<file path="config.mk">
export PLATFORM = sky130hd
export DESIGN_NAME = pipelined_adder
export DESIGN_NICKNAME = d
export VERILOG_FILES = /design/src/rtl/pipelined_adder.sv
export SDC_FILE = /design/constraint.sdc
export NUM_CORES = 1
export LEC_CHECK = 0
export BUFFER_PORTS_ARGS = -buffer_cell sky130_fd_sc_hd__clkbuf_2
export CAP_MARGIN = 15
export CORE_AREA = 2 2 127 129
export DETAILED_ROUTE_END_ITERATION = 7
export DIE_AREA = 0 0 129 131
export PLACE_DENSITY_LB_ADDON = 0.25
export SLEW_MARGIN = 20
export SYNTH_ARGS = -nofsm -noshare
export SYNTH_HDL_FRONTEND = slang
export SYNTH_SLANG_ARGS = --single-unit
</file>
<file path="constraint.sdc">
create_clock -name clk_i -period 3 [get_ports clk_i]
set_clock_uncertainty 0.05 [all_clocks]
set_input_delay 0.6 -clock clk_i [delete_from_list [all_inputs] [get_ports clk_i]]
set_output_delay 0.6 -clock clk_i [all_outputs]
set_load 0.01 [all_outputs]
</file>
<file path="src/rtl/pipelined_adder.sv">
// Purpose: WIDTH-bit add split into STAGES = WIDTH/SLICE slices, resolving one slice per stage.
// Latency: STAGES cycles from accept to valid_o, with one add accepted per cycle.
// Backpressure: the whole pipe stalls when valid_o & !ready_i; optional PIPE_ADDER_OVF_EN adds overflow_o.
module pipelined_adder #(
    parameter int WIDTH = 32,
    parameter int SLICE = 8
) (
    input  logic             clk_i,
    input  logic             rst_i,
    input  logic             valid_i,
    output logic             ready_o,
    input  logic [WIDTH-1:0] a_i,
    input  logic [WIDTH-1:0] b_i,
    input  logic             carry_i,
    output logic             valid_o,
    input  logic             ready_i,
    output logic [WIDTH-1:0] sum_o,
    output logic             carry_o
`ifdef PIPE_ADDER_OVF_EN
    ,
    output logic             overflow_o
`endif
);

    localparam int STAGES = WIDTH / SLICE;

    logic adv;

    // Bubbles are held in place too, so one global enable stalls the pipe.
    assign adv     = !valid_o || ready_i;
    assign ready_o = adv;

    for (genvar k = 0; k < STAGES; k++) begin : g_stage
        logic [WIDTH-1:0] in_a;
        logic [WIDTH-1:0] in_b;
        logic [WIDTH-1:0] in_s;
        logic [WIDTH-1:0] nxt_s;
        logic [WIDTH-1:0] s_q;
        logic             in_c;
        logic             in_v;
        logic             c_q;
        logic             v_q;
        logic [SLICE:0]   slice_sum;

        if (k == 0) begin : g_head
            assign in_a = a_i;
            assign in_b = b_i;
            assign in_s = '0;
            assign in_c = carry_i;
            assign in_v = valid_i;
        end else begin : g_link
            logic unused_lo;

            assign in_a = g_stage[k-1].g_ops.a_q;
            assign in_b = g_stage[k-1].g_ops.b_q;
            assign in_s = g_stage[k-1].s_q;
            assign in_c = g_stage[k-1].c_q;
            assign in_v = g_stage[k-1].v_q;
            // Operand bits of resolved slices and sum bits not yet resolved are dead here.
            assign unused_lo = ^{in_a[k*SLICE-1:0], in_b[k*SLICE-1:0], in_s[WIDTH-1:k*SLICE]};
        end

        assign slice_sum = {1'b0, in_a[k*SLICE +: SLICE]}
                         + {1'b0, in_b[k*SLICE +: SLICE]}
                         + {{SLICE{1'b0}}, in_c};

        always_comb begin
            nxt_s                    = in_s;
            nxt_s[k*SLICE +: SLICE]  = slice_sum[SLICE-1:0];
        end

        always_ff @(posedge clk_i) begin
            if (rst_i) begin
                v_q <= 1'b0;
                c_q <= 1'b0;
                s_q <= '0;
            end else if (adv) begin
                v_q <= in_v;
                c_q <= slice_sum[SLICE];
                s_q <= nxt_s;
            end
        end

        // The final stage has no successor, so it carries no operands forward.
        if (k < STAGES - 1) begin : g_ops
            logic [WIDTH-1:0] a_q;
            logic [WIDTH-1:0] b_q;

            always_ff @(posedge clk_i) begin
                if (rst_i) begin
                    a_q <= '0;
                    b_q <= '0;
                end else if (adv) begin
                    a_q <= in_a;
                    b_q <= in_b;
                end
            end
        end
    end

    assign valid_o = g_stage[STAGES-1].v_q;
    assign sum_o   = g_stage[STAGES-1].s_q;
    assign carry_o = g_stage[STAGES-1].c_q;

`ifdef PIPE_ADDER_OVF_EN
    logic ovf_q;

    // Sign bits are taken at the last stage's input so the flag lands with sum_o.
    always_ff @(posedge clk_i) begin
        if (rst_i) begin
            ovf_q <= 1'b0;
        end else if (adv) begin
            ovf_q <= (g_stage[STAGES-1].in_a[WIDTH-1] == g_stage[STAGES-1].in_b[WIDTH-1])
                  && (g_stage[STAGES-1].nxt_s[WIDTH-1] != g_stage[STAGES-1].in_a[WIDTH-1]);
        end
    end

    assign overflow_o = ovf_q;
`endif

endmodule

</file>
### Yosys cells after proc, flatten, opt, wreduce, memory -nomap -nowiden

Cells that the tools add are included.

* output and inout port bits: 35
* word-level logic and storage cells: 28
* register bits after elaboration: 280

* $add $sub $neg: 8
* reduce and logical (&&, ||, !) cells: 2

Operators by type and width (count)
* adder 8 x 8 -> 9 bit: 4
* adder 9 x 1 -> 9 bit: 4
* logical NOT 1 bit: 1
* logical OR 1 bit: 1

### Depth between registers and ports, before layout

* word-level depth: 2
* mapped depth: 7
* depth with buffers taken out: 7

### Worst setup path after synthesis

No wires, ideal clock.

* kind: in2reg
* from: in a_i[0]
* to: reg g_stage[0].s_q[6]
* arrival: 2122 ps
* required time: 2833 ps
* path buffers: 0
* library setup time: 117 ps
* path slack: 710 ps
* cell stages on the path: 7
* cells stage by stage: fa_1 inv_1 fa_1 nor2b_1 o2111a_1 or3_1 a32o_1

* cells in the longest elaborated chain, start to end: 2

Ends and longest elaborated chain
* start: declaration: RTL line 12 `input logic [WIDTH-1:0] a_i,`
* adder 8 x 8 -> 9 bit: RTL line 64 `+ {1'b0, in_b[k*SLICE +: SLICE]}`
* adder 9 x 1 -> 9 bit: RTL line 65 `+ {{SLICE{1'b0}}, in_c};`
* end signal: assignment: RTL line 80 `s_q <= nxt_s;`
* end: declaration: RTL line 38 `logic [WIDTH-1:0] s_q;`

Every way passes these cells.
A chain may end at the register's enable or synchronous reset.

### Worst setup path in the final report

* from: reg g_stage[1].c_q
* to: reg g_stage[2].c_q

* cells in the longest elaborated chain, start to end: 1

Ends and longest elaborated chain
* start: declaration: RTL line 41 `logic c_q;`
* start signal: assignment: RTL line 79 `c_q <= slice_sum[SLICE];`
* adder 9 x 1 -> 9 bit: RTL line 65
* end signal: assignment: RTL line 79
* end: declaration: RTL line 41

Every way passes these cells.

==> run metrics <==
WL per Instance=between 10 and 15 µm; fmax=roughly 470 MHz; post-synth top area cell=dfxtp_1; Finished Layout Cells=1,225; Post-CTS Hold Buffers=0; CORE AREA=15,600 µm²; initial core utilization=0.486; Switching Share=0.236; worst setup margin=862 ps; sequential share of power=0.492; Gate Count Post-Synth=roughly 930; outcome=completed; slew at the pin with the worst max-slew slack=between 700 and 800 ps; asr flop ratio synth=0; vias per cell=5.07; # H-tree levels=4; drt pass-1 iters=5; number of nets in the layout=1,102; setup violators final=0; RSZ-0062 raised after global routing=no; hpwl dp=11,000 µm; synth top area cells=dfxtp_1 49%, nand2_1 16%, a21oi_1 12%; die area=approximately 17,000 µm²; Final Wtd Congestion=approximately 0.79; synthesized area=roughly 7600 µm²; postcts setup bufs=0; Num CTS Buffers=17; sequential area share after synthesis=0.486; share of layout cells above drive strength 1=0.158; number of DRC markers in iteration 0=383; startpoint types=register; Worst Path Max Fanout=2; first-pass GRT wire length=approximately 27,000 µm; LEAKAGE=roughly 3.8 nW; post-synth top area share=0.486; Power Internal=just over 0.004 W; Worst EP arrival=2380 ps; Synth Register Bits=~180; # clock sinks=approximately 180; row cnt=46; critical path class=register to register; Slew Limit Fails=0; Clk pin slew, worst setup/hold paths=roughly 70 ps; total congestion overflow=0; setup slack at placement=between 500 and 600 ps; area grow syn2layout=16.5%; Post-Syn Nets=1,030; Synth Flop Type=dfxtp_1; CP Capture Type=register; CTS max path bufs=2; type of the most critical hold path=input port to register; via count of the first global-routing pass=5,657; worst r2r src=g_stage[1].c_q$_SDFFE_PP0P_; fin crit share=0.713; Filler cells=1,476; max-cap violations=0; NetSw=0.00128 W; clock network fraction of design power=0.424; ANT cells=0; Fin. Hold Viols=0; yosys warns=0; Power per Cell Area=612 nW/µm²; TritonCTS clock tree=built; clk_lat worst skew=430 ps; syn avg cell area=approximately 8 µm²; io pins=approximately 100; Detail Route Antenna Nets=0; Post-synth EDFFs=0; die height=roughly 130 µm; Total Routing Usage GR=0.203; post-route setup TNS=0 ps; Crit path required time=roughly 3200 ps; Worst Setup SP=g_stage[1].c_q$_SDFFE_PP0P_; CTS resizes=0; Die Width=between 100 and 150 µm; DRC=0; IO Port Bufs=103; Comb pwr share=0.084; initial antenna violation count=0; Slew HR=0.469; Routed WL=between 15,000 and 20,000 µm; Vias=between 6,000 and 7,000; DP Cell Count=1,194; min cycle time layout=roughly 2100 ps; Min-Delay Startpoint=b_i[29]; VDD IR-drop max=roughly 380 µV; largest net degree at the start of global routing=between 150 and 200; root buf cell=clkbuf_16; Cell variety after synth=41
==> through the flow <==
stage | hold slack [ps] | cell area, µm² | total power, W | utilization
global route | 335 | 8830 | 0.00562 | 0.566
CTS | 321 | 8830 | 0.00545 | 0.566
detailed placement | 392 | 8230 | 0.00317 | 0.528
global placement | 385 | 8230 | 0.00316 | 0.528
floorplan | 375 | 7580 | 0.00300 | -
finish | 339 | 8830 | 0.00540 | 0.566
==> layout by cell type (no fill, tap or decap), types with 5 or more instances in the layout <==
cell type and count:
clkbuf_16 17, dfxtp_1 184, fa_1 8, a21o_1 12, nor3_1 5, mux2_2 7
nor3b_1 7, a211oi_1 12, inv_1 9, o22ai_1 6, ha_1 28, nor2_1 12
nand3b_1 6, o21ai_0 6, clkbuf_2 102, xnor2_1 10, and3_1 6, nand2_1 319
a21oi_1 180, buf_4 9
==> worst max-delay path: stages, from the launching register on <==
cell	delay, ps
dfxtp_1	330
fa_1	460
fa_1	410
a21o_1	220
a221oi_2	310
nand3b_1	150
a211oi_1	60
==> synth_stat cells (all sizes together) (4+ instances only) <==
master	n
fa	8
a21o	12
o22ai	6
clkbuf	22
nor3	5
xnor2	10
nand2b	4
buf	40
nand2	319
inv	10
nor2	13
dfxtp	184
xor2	4
a21oi	180
ha	28
and3	6
o21ai	9
mux2	7
a211oi	12
nand3b	6
o21bai	4
o2bb2ai	4
nor3b	7
==> cells by family after synthesis <==
| group | count (synthesis) | share of synthesized area |
|---|---|---|
| adder cells (fa/ha/maj) | 36 | 0.0673 |
| AND/OR/NAND/NOR | 373 | 0.199 |
| multiplexers | 7 | 0.0104 |
| flip-flops | 184 | 0.486 |
| buffers and inverters | 72 | 0.0422 |
| XOR/XNOR | 14 | 0.0162 |
| AO/OA/AOI/OAI | 239 | 0.179 |
==> path summary, 6_finish.rpt <==
path | end | slack [ps] | depth (start not counted)
setup reg to reg | g_stage[2].c_q$_SDFFE_PP0P_ | 860 | 6
hold reg to reg | sum_o[30]$_SDFFE_PP0P_ | 400 | 2
setup / recovery | g_stage[2].c_q$_SDFFE_PP0P_ | 860 | 6
hold / removal | g_stage[0].g_ops.b_q[29]$_SDFFE_PP0P_ | 340 | 3
==> flip-flops by register name, indices dropped and copies added, names as in the netlist <==
register	cells
g_stage.g_ops.a_q	48
g_stage.v_q	3
carry_o	1
g_stage.g_ops.b_q	48
sum_o	32
g_stage.s_q	48
g_stage.c_q	3
valid_o	1
==> area by class of cell <==
class	count	area, µm²	share of cell area
flip-flops and latches	184	3680	0.417
multi-input cells	669	3590	0.406
repair buffers	115	649	0.0735
clock buffers	19	453	0.0513
well taps	216	270	0.0306
clock inverters	12	150	0.0170
inverters	10	42.5	0.00482
==> metal layers <==
layer	GRT usage	up-vias	wire length, µm
met1	0.286	2838	8420
met2	0.305	111	7330
li1	-	3246	-
met5	0	-	0
met3	0.0472	14	698
met4	0.0735	0	231
==> power groups by stage <==
stage,registers (W),clock network (W),logic [W]
after global placement,0.00271,0,0.000448
final,0.00266,0.00229,0.000454
after CTS,0.00266,0.00233,0.000458
after detailed placement,0.00271,0,0.000453
after floorplan,0.00270,0,0.000306
after global routing,0.00267,0.00243,0.000516
(Power assumes the default switching activity.)
